===== config.mk =====
export PLATFORM = sky130hd
export DESIGN_NAME = uart_rx_engine
export DESIGN_NICKNAME = d
export VERILOG_FILES = /design/src/rtl/uart_rx_engine.sv
export SDC_FILE = /design/constraint.sdc
export NUM_CORES = 1
export LEC_CHECK = 0
export CORE_MARGIN = 2
export CORE_UTILIZATION = 30
export DETAILED_ROUTE_END_ITERATION = 12
export GPL_ROUTABILITY_DRIVEN = 0
export PLACE_DENSITY = 0.53
export SETUP_SLACK_MARGIN = 0.3
export SYNTH_ARGS = -nofsm -noshare
export SYNTH_HDL_FRONTEND = slang
export SYNTH_SLANG_ARGS = --single-unit

===== constraint.sdc =====
create_clock -name CLK -period 2.85 [get_ports CLK]
set_input_delay 0.855 -clock CLK [delete_from_list [all_inputs] [get_ports CLK]]
set_output_delay 0.855 -clock CLK [all_outputs]
set_load 0.05 [all_outputs]

===== src/rtl/uart_rx_engine.sv =====
// UART receive engine: oversampled RX line in, parallel word plus frame status out.
// Majority-of-three bit sampling, optional parity, 1 or 2 stop bits, saturating error counter.
module uart_rx_engine #(
  parameter int DATA_W   = 8,
  parameter int PRESC_W  = 6,
  parameter int ERRCNT_W = 8
) (
  input  logic                CLK,
  input  logic                RST,
  input  logic                RX_IN,
  input  logic [PRESC_W-1:0]  Prescale,
  input  logic                PAR_EN,
  input  logic                PAR_TYP,
  input  logic                STOP2,
  output logic [DATA_W-1:0]   P_DATA,
  output logic                data_valid,
  output logic                par_err,
  output logic                stp_err,
  output logic                strt_glitch,
  output logic                busy,
  output logic [ERRCNT_W-1:0] err_cnt
);

  typedef enum logic [2:0] {
    IDLE   = 3'd0,
    START  = 3'd1,
    DATA   = 3'd2,
    PARITY = 3'd3,
    STOP   = 3'd4,
    DONE   = 3'd5
  } state_t;

  localparam logic [PRESC_W-1:0] ONE       = 1;
  localparam logic [3:0]         LAST_DATA = 4'(DATA_W);

  state_t              state, state_nxt;
  logic [PRESC_W-1:0]  presc_q;
  logic                par_en_q, par_typ_q, stop2_q;
  logic [PRESC_W-1:0]  edge_cnt;
  logic [3:0]          bit_cnt;
  logic                smp0, smp1, smp_bit;
  logic [DATA_W-1:0]   shreg;
  logic                par_flag, stp_flag;

  logic [PRESC_W-1:0]  half;
  logic                bit_end, data_last, stop_last, in_frame;
  logic                start_go, par_bad, stp_now, frame_end;

  always_comb begin
    half      = presc_q >> 1;
    bit_end   = (edge_cnt == presc_q - ONE);
    data_last = (bit_cnt == LAST_DATA);
    // bit_cnt 0 is the start bit, so the last stop bit sits after data, parity and stop count
    stop_last = (bit_cnt == LAST_DATA + 4'(par_en_q) + 4'(stop2_q) + 4'd1);
    in_frame  = (state == START) || (state == DATA) || (state == PARITY) || (state == STOP);
    start_go  = ((state == IDLE) || (state == DONE)) && !RX_IN;
    par_bad   = (smp_bit != ((^shreg) ^ par_typ_q));
    stp_now   = stp_flag | ~smp_bit;
    frame_end = (state == STOP) && bit_end && stop_last;
  end

  always_comb begin
    state_nxt = state;
    case (state)
      IDLE:    if (!RX_IN) state_nxt = START;
      START:   if (bit_end) state_nxt = smp_bit ? IDLE : DATA;
      DATA:    if (bit_end && data_last) state_nxt = par_en_q ? PARITY : STOP;
      PARITY:  if (bit_end) state_nxt = STOP;
      STOP:    if (bit_end && stop_last) state_nxt = DONE;
      DONE:    state_nxt = RX_IN ? IDLE : START;
      default: state_nxt = IDLE;
    endcase
  end

  always_ff @(posedge CLK or posedge RST) begin
    if (RST) state <= IDLE;
    else     state <= state_nxt;
  end

  assign busy = (state != IDLE);

  always_ff @(posedge CLK or posedge RST) begin
    if (RST) begin
      presc_q     <= '0;
      par_en_q    <= 1'b0;
      par_typ_q   <= 1'b0;
      stop2_q     <= 1'b0;
      edge_cnt    <= '0;
      bit_cnt     <= '0;
      smp0        <= 1'b1;
      smp1        <= 1'b1;
      smp_bit     <= 1'b1;
      shreg       <= '0;
      par_flag    <= 1'b0;
      stp_flag    <= 1'b0;
      P_DATA      <= '0;
      data_valid  <= 1'b0;
      par_err     <= 1'b0;
      stp_err     <= 1'b0;
      strt_glitch <= 1'b0;
      err_cnt     <= '0;
    end else begin
      data_valid  <= 1'b0;
      par_err     <= 1'b0;
      stp_err     <= 1'b0;
      strt_glitch <= 1'b0;

      if (start_go) begin
        presc_q   <= Prescale;
        par_en_q  <= PAR_EN;
        par_typ_q <= PAR_TYP;
        stop2_q   <= STOP2;
        edge_cnt  <= '0;
        bit_cnt   <= '0;
        par_flag  <= 1'b0;
        stp_flag  <= 1'b0;
      end else if (in_frame) begin
        if (bit_end) begin
          edge_cnt <= '0;
          bit_cnt  <= bit_cnt + 4'd1;
        end else begin
          edge_cnt <= edge_cnt + ONE;
        end

        if (edge_cnt == half - ONE) smp0 <= RX_IN;
        if (edge_cnt == half)       smp1 <= RX_IN;
        if (edge_cnt == half + ONE)
          smp_bit <= (smp0 & smp1) | (smp0 & RX_IN) | (smp1 & RX_IN);

        if (bit_end) begin
          case (state)
            START:  if (smp_bit) strt_glitch <= 1'b1;
            DATA:   shreg <= {smp_bit, shreg[DATA_W-1:1]};
            PARITY: if (par_bad) par_flag <= 1'b1;
            STOP:   if (!smp_bit) stp_flag <= 1'b1;
            default: ;
          endcase
        end

        if (frame_end) begin
          if (!par_flag && !stp_now) begin
            P_DATA     <= shreg;
            data_valid <= 1'b1;
          end else begin
            par_err <= par_flag;
            stp_err <= stp_now;
            if (err_cnt != '1) err_cnt <= err_cnt + 1'b1;
          end
        end
      end
    end
  end

endmodule


# Yosys cells after proc, flatten, opt, wreduce, memory -nomap -nowiden
# Cells that the tools add are included.
dict set report totals {
  out_inout_bits 21
  wordCells 130
  input_bits 12
  regBits 55
}
dict set report classes {
  muxes 42
  n_eq_ne 19
  add_sub_neg 9
  reduce_logical 31
  bitwise_logic 10
}
# operator n
set op_table {}
lappend op_table {{$mux W1} 28}
lappend op_table {{$eq A6 B6 Y1} 3}
lappend op_table {{$mux W3} 6}
lappend op_table {{$mux W6} 3}
lappend op_table {{$pmux W3 S6} 1}
lappend op_table {{$reduce_and A4 Y1} 4}
lappend op_table {{$mux W4} 3}
lappend op_table {{$reduce_and A5 Y1} 2}
lappend op_table {{$reduce_bool A2 Y1} 5}
lappend op_table {{$reduce_and A3 Y1} 3}
lappend op_table {{$add A4 B1 Y4 const B} 2}
lappend op_table {{$add A8 B1 Y8 const B} 1}
lappend op_table {{$ne A8 B8 Y1 const B} 1}
lappend op_table {{$reduce_xor A8 Y1} 1}
lappend op_table {{$add A5 B1 Y6 const B} 1}
lappend op_table {{$add A6 B1 Y6 const B} 1}
lappend op_table {{$eq A3 B2 Y1 const B} 2}
lappend op_table {{$eq A3 B3 Y1 const B} 2}
lappend op_table {{$eq A6 B5 Y1} 1}
lappend op_table {{$logic_and A1 B1 Y1} 6}
lappend op_table {{$ne A2 B1 Y1 const B} 3}
lappend op_table {{$ne A2 B2 Y1 const B} 3}
lappend op_table {{$sub A5 B1 Y6 const B} 1}
lappend op_table {{$sub A6 B1 Y6 const B} 1}
lappend op_table {{16 further kinds} 27}

# Logic depth before layout (Yosys ltp)
# Gate-level depths: netlist of the first run.
dict set report depth {
  depth_word 8
  mapped_depth 11
  ltp_nobuf 8
}

# Worst setup path after synthesis of the first run
# OpenSTA, ideal clock, no wires.
dict set report synth_timing {
  path_type {reg-to-reg}
  from {register presc_q[2]}
  to {register shreg[0]}
  path_slack_ns -0.181
  arrival_ns 2.906
  stages_incl_launch_ff 11
  synth_period_minus_slack_ns 3.031
  n_path_buf 2
  setup_time_ns 0.125
  required_time_ns 2.725
  path_cell_list {dfrtp_1 -> clkbuf_1 -> inv_1 -> ha_1 -> or3b_4 -> or3_4 -> a2111oi_4 -> nand2_2 -> or3_1 -> buf_6 -> mux2_4}
}
dict set report synth_via {
  elab_chain_cells 3
}
# element line_no
set synth_rtl {}
lappend synth_rtl {{from (decl)} 37} ;# logic [PRESC_W-1:0] presc_q;
lappend synth_rtl {{from (signal assigned)} 109} ;# presc_q <= Prescale;
lappend synth_rtl {{$sub A6 B1 Y6} 51} ;# bit_end = (edge_cnt == presc_q - ONE);
lappend synth_rtl {{$eq A6 B6 Y1} 51}
lappend synth_rtl {{$reduce_and A4 Y1 (no source line)} -}
lappend synth_rtl {{to (signal assigned)} 133} ;# DATA: shreg <= {smp_bit, shreg[DATA_W-1:1]};
lappend synth_rtl {{to (decl)} 42} ;# logic [DATA_W-1:0] shreg;
# Every way passes these cells.
# A chain may end at the register's enable or synchronous reset.

# Final worst setup path of the first run
dict set report layout_timing {
  from {register presc_q[2]}
  to {register shreg[4]}
}
# The elaborated chain is that of the path after synthesis.

==> flow_summary.ini, run 1 <==
[route]
wl_per_cell_microns = 13.6
drt_iter0_drc = 108
wl_mm = 6.76
drtAntennaViolNets = 0
route.detailed.drc = 0
dr.pass1.iters = 4
vias_per_cell = 4.75
via_count = 2357

[floorplanning]
core_sq_um = 10200
chipHeight_microns = 106
io_pins = 33
die_area_sq_um = 11100
rows = 37
die_x_microns = 106
start_util_pct = 30.4

[global_routing]
grt_max_degree = 37
first_global_vias = 2307
track_usage_pct = 12.6
grt_pass1_wl_mm = 11.4
grt_overflow = 0
antenna_found_initial = 0

[cts]
cts_buffer_depth = 2
cts_hold_buffers = 0
cts_tree = built
numCtsBuffers = 5
htree_levels = 2
clock_latency_ns = 0.31
cts_root_buf = clkbuf_8
clk_pin_slew_worst_paths_ns = 0.11
clock_sinks = 55

[final_layout]
layout-drive-gt1-share_pct = 25.6
diodes = 0
syn2layout_area_growth_pct = 30.4
stdcell_count = 496
nets = 380

[synthesis]
netlist_top_cells_area = dfrtp_1 42%, xnor2_1 8.2%, mux2_4 3.9%, nand2_1 3.8%, ha_1 3.6%
yosys.area.top_type_share_pct = 42.1
syn-cell-area_sq_um = 3090
synth_area_leader_cell = dfrtp_1
synth-seq-area-share_pct = 44.6
synthFlopType = dfrtp_1
synth_cells = 304
ys_async_sr_fraction_pct = 100
synth_nets = 325
synth_edf_count = 0
synthTopCellsByCount = 52 x dfrtp_1, 31 x nand2_1, 29 x xnor2_1
postSynthAreaPerCell_sq_um = 10.2
synth.distinct_cells = 54
yosys_warnings = 0
ys_ff_latch = 55
synth_most_common_cell = dfrtp_1

[critical_path]
crit_arrival_ns = 2.95
end_kind = flop
crit_path_start_kind = flop
cp_max_fo = 8
crit_required_ns = 3.06
crit_type = reg -> reg

[power]
leakagePower_nw = 1.79
power.density_nw_per_um2 = 320
ir_drop_mv = 0.203

[hold_path]
min_path_type = reg -> reg

[sta]
drv_slew = 0
setup_viol = 0
fin_crit_sh_pct = 96.3
fin_skew_ns = 0.00601
fin_tns_setup_ns = 0
hold_viol_final = 0
fmax_mhz = 364
finalCriticalPeriod_ns = 2.74
rsz0062_at_grt = true
relSlewSlack_pct = 66.6
setup_slack_ns = 0.106
hold_ws_ns = 0.496
tightest_slew_ns = 0.500

[placed_design]
dpl.hpwl_mm = 4.84
pre_cts_slack_ns = 0.0297
io_buffer_count = 32
dp_cells = 477

[job]
max_cap_violations = 0

[outcome]
outcome = completed
==> kinds of logic after synthesis <==
| group | share of synthesized area, % |
|---|---|
| and+or+nand+nor | 18.2 |
| DFF | 44.6 |
| AOI/OAI and AO/OA | 10.2 |
| xor gates and xnor gates | 10.8 |
| buffers and inverters | 4.00 |
| muxes | 8.25 |
| adders and majority gates | 3.96 |
==> power by group <==
group | switching [mW] | internal [mW]
Clock | 0.282 | 0.177
Sequential | 0.00359 | 0.785
Combinational | 0.0228 | 0.0212
==> cell type report <==
| type | instances | area (sq um) |
|---|---|---|
| clock buffer | 5 | 68.8 |
| tap | 136 | 170 |
| multi-input combinational | 221 | 1740 |
| timing repair buffer | 64 | 608 |
| clock inverter | 3 | 22.5 |
| fill | 1037 | 6150 |
| sequential | 55 | 1380 |
| inverter | 12 | 47.5 |
==> layout by cell type, fill, tap and decap left out, types with 4 or more instances in the layout <==
master,count
dfrtp_1,52
nand2_1,30
clkdlybuf4s50_1,30
xnor2_1,28
buf_4,23
mux2_4,17
nor2_1,15
o21ai_0,10
nand3_1,10
inv_1,9
xor2_1,9
nand4_1,7
ha_1,7
buf_6,7
and3_1,6
nor2b_1,6
o21ai_1,5
a21oi_1,5
clkbuf_8,5
a31oi_1,4
a22o_1,4
==> critical path, cell delays in order (launching register included) <==
cell       delay [ns]
dfrtp_1          0.42
inv_4            0.08
ha_4             0.13
or3b_4           0.37
or3_4            0.35
a2111oi_4        0.29
buf_4            0.18
nand2_2          0.05
or3_4            0.32
buf_6            0.16
mux2_4           0.30
==> metrics by stage <==
stage	power [mW]	util (%)	area (sq um)
floorplan	0.824	-	3190
global placement	0.849	36.8	3750
detailed placement	0.849	36.8	3750
CTS	1.31	39.2	3990
global route	1.34	39.6	4030
finish	1.29	39.6	4030
==> flip-flops by register name, summed over array words and instances (netlist names), 3 cells and up <==
register and count:
bit_cnt 4, err_cnt 8, edge_cnt 6, P_DATA 8, presc_q 6, state 3
shreg 8
==> worst paths after layout <==
kind                                        start                      to  slack (ns)  cells after the start
max                        presc_q[2]$_DFFE_PP0P_    shreg[4]$_DFFE_PP0P_        0.11                     10
min                        err_cnt[5]$_DFFE_PP0P_  err_cnt[5]$_DFFE_PP0P_        0.50                      1
max reg2reg                presc_q[2]$_DFFE_PP0P_    shreg[4]$_DFFE_PP0P_        0.11                     10
min reg2reg                err_cnt[5]$_DFFE_PP0P_  err_cnt[5]$_DFFE_PP0P_        0.50                      1
max in group asynchronous                     RST        smp1$_DFFE_PP1P_        1.55                      3
min in group asynchronous                     RST  presc_q[2]$_DFFE_PP0P_        0.88                      3
==> metal layers <==
layer / routed length, microns / global-route usage [%]
met1: 3390 / 18.1
met2: 3130 / 19.7
met3: 142 / 1.92
met4: 99 / 3.85
met5: 0 / 0
==> repair_timing <==
action / 4_1_cts / 5_1_grt
setup endpoints to repair: 39 / 42
buffers inserted: 10 / 1
hold endpoints to repair: 0 / 0
resized for setup: 21 / 8
pin swaps: 25 / 8
Note: power is estimated with default switching activity, not from simulation.
==> run 2, diff against run 1 <==
--- a/config.mk
+++ b/config.mk
@@ -10,7 +10,7 @@
 export DETAILED_ROUTE_END_ITERATION = 12
 export GPL_ROUTABILITY_DRIVEN = 0
 export PLACE_DENSITY = 0.53
-export SETUP_SLACK_MARGIN = 0.3
+export SETUP_SLACK_MARGIN = 0.1
 export SYNTH_ARGS = -nofsm -noshare
 export SYNTH_HDL_FRONTEND = slang
 export SYNTH_SLANG_ARGS = --single-unit
==> run 2 against run 1 <==
  * Global-route usage increased by 0.42 points
  * Largest cell class unchanged
  * Clock power increased by 3%
  * Via count decreased by 1.9%
==> flow_summary.ini, run 2 (synthesis gave the netlist of run 1 again) <==
[final_layout]
final_common_cell = dfrtp_1
layout-drive-gt1-share_pct = 17.6
syn2layout_area_growth_pct = 24.2
diodes = 0
seq_area_sq_um = 1380
fin_util_pct = 37.7
nets = 373
final_cell_mix = 52 x dfrtp_1, 31 x nand2_1, 31 x clkdlybuf4s50_1
reg_top3 = P_DATA x8, err_cnt x8, shreg x8
multi_input_area_sq_um = 1620
fill_cells = 1055

[route]
wl_mm = 6.77
drt_iter0_drc = 78
wl_per_cell_microns = 13.8
dr.pass1.iters = 4
route.detailed.drc = 0
via_count = 2312
drtAntennaViolNets = 0
vias_per_cell = 4.73

[global_routing]
track_usage_pct = 13.1
grt_max_degree = 56
antenna_found_initial = 0
first_global_vias = 2380
grt_overflow = 0
grt_pass1_wl_mm = 11.7

[sta]
fin_tns_setup_ns = 0
fin_crit_sh_pct = 95.6
hold_ws_ns = 0.501
fin_skew_ns = 0.0127
tightest_slew_ns = 0.521
relSlewSlack_pct = 65.2
finalCriticalPeriod_ns = 2.73
rsz0062_at_grt = true
drv_slew = 0
hold_viol_final = 0
fmax_mhz = 367
setup_viol = 0
setup_slack_ns = 0.125

[critical_path]
crit_arrival_ns = 2.94
startpoint = presc_q[1]$_DFFE_PP0P_
timing.rr.end = shreg[0]$_DFFE_PP0P_
crit_type = reg -> reg
end_kind = flop
r2r_setup_slack_ns = 0.12
crit_required_ns = 3.06
crit_end = shreg[0]$_DFFE_PP0P_
reg2reg_depth = 8
cp_max_fo = 8
crit_path_start_kind = flop
reg2reg_from = presc_q[1]$_DFFE_PP0P_

[cts]
clock_sinks = 55
cts_buffer_depth = 2
cts_root_buf = clkbuf_8
htree_levels = 2
numCtsBuffers = 5
clock_latency_ns = 0.32
cts_tree = built
cts_hold_buffers = 0
clk_pin_slew_worst_paths_ns = 0.11

[floorplanning]
die_area_sq_um = 11100
core_sq_um = 10200
start_util_pct = 30.4
io_pins = 33
die_x_microns = 106
chipHeight_microns = 106
rows = 37

[power]
ir_drop_mv = 0.254
power.density_nw_per_um2 = 341
leakagePower_nw = 1.70

[job]
max_cap_violations = 0

[outcome]
outcome = completed

[placed_design]
pre_cts_slack_ns = -0.0453
dpl.hpwl_mm = 4.87
io_buffer_count = 32

[hold_path]
min_path_type = reg -> reg
-- run 2: cell types whose count changed in the layout (fill, tap and decap cells not counted), sizes merged --
cell | before | now
inv | 13 | 14
clkinv | 2 | 1
dlygate4sd2 | 1 | 0
buf | 32 | 25
clkdlybuf4s50 | 30 | 31
-- run 2: per-layer routing --
metal / wire (microns) / track usage (%) / vias to the layer above
met4: 97 / 3.57 / 0
met2: 3020 / 20.2 / 35
li1: - / - / 1149
met3: 157 / 2.78 / 10
met5: 0 / 0 / -
met1: 3500 / 18.5 / 1118
-- run 2: layout make-up --
class / instances / share of cell area, %
Clock inverter: 3 / 0.814
Inverter: 12 / 1.24
Timing Repair Buffer: 57 / 13.6
Sequential cell: 55 / 35.9
Tap cell: 136 / 4.43
Multi-Input combinational cell: 221 / 42.2
Clock buffer: 5 / 1.79
-- run 2: worst min path at each step --
stage	startpoint	to	slack [ns]	depth (start not counted)
2_1_floorplan	par_typ_q$_DFFE_PP0P_	par_typ_q$_DFFE_PP0P_	0.47	2
3_3_place_gp	P_DATA[3]$_DFFE_PP0P_	P_DATA[3]$_DFFE_PP0P_	0.48	1
3_5_place_dp	P_DATA[1]$_DFFE_PP0P_	P_DATA[1]$_DFFE_PP0P_	0.48	1
4_1_cts	err_cnt[5]$_DFFE_PP0P_	err_cnt[5]$_DFFE_PP0P_	0.51	1
5_1_grt	err_cnt[5]$_DFFE_PP0P_	err_cnt[5]$_DFFE_PP0P_	0.53	1
6_report	err_cnt[5]$_DFFE_PP0P_	err_cnt[5]$_DFFE_PP0P_	0.50	1
-- run 2: stage by stage --
stage               std cells  area [sq um]  power, mW
finish                    489          3840       1.31
global route              489          3840       1.37
CTS                       485          3800       1.33
detailed placement        477          3700      0.852
global placement          477          3700      0.852
floorplan                 304          3130      0.824
-- run 2: worst max-delay path, cell delays in order, from the launching register on --
cell and delay [ns]:
dfrtp_1 0.41, inv_2 0.11, ha_4 0.15, or3b_4 0.38
or3_4 0.35, a2111oi_4 0.39, nand2_2 0.09, or3_4 0.44
mux2_4 0.32
-- run 2: timing repair --
action,CTS,global route
setup endpoints to repair,20,26
gates resized for setup,2,2
cloned,0,0
setup buffers,0,4
-- run 2: where the power goes --
group | total [mW] | switching, mW | internal [mW]
clock network | 0.475 | 0.288 | 0.188
registers | 0.789 | 0.00417 | 0.785
logic | 0.0465 | 0.0234 | 0.0231
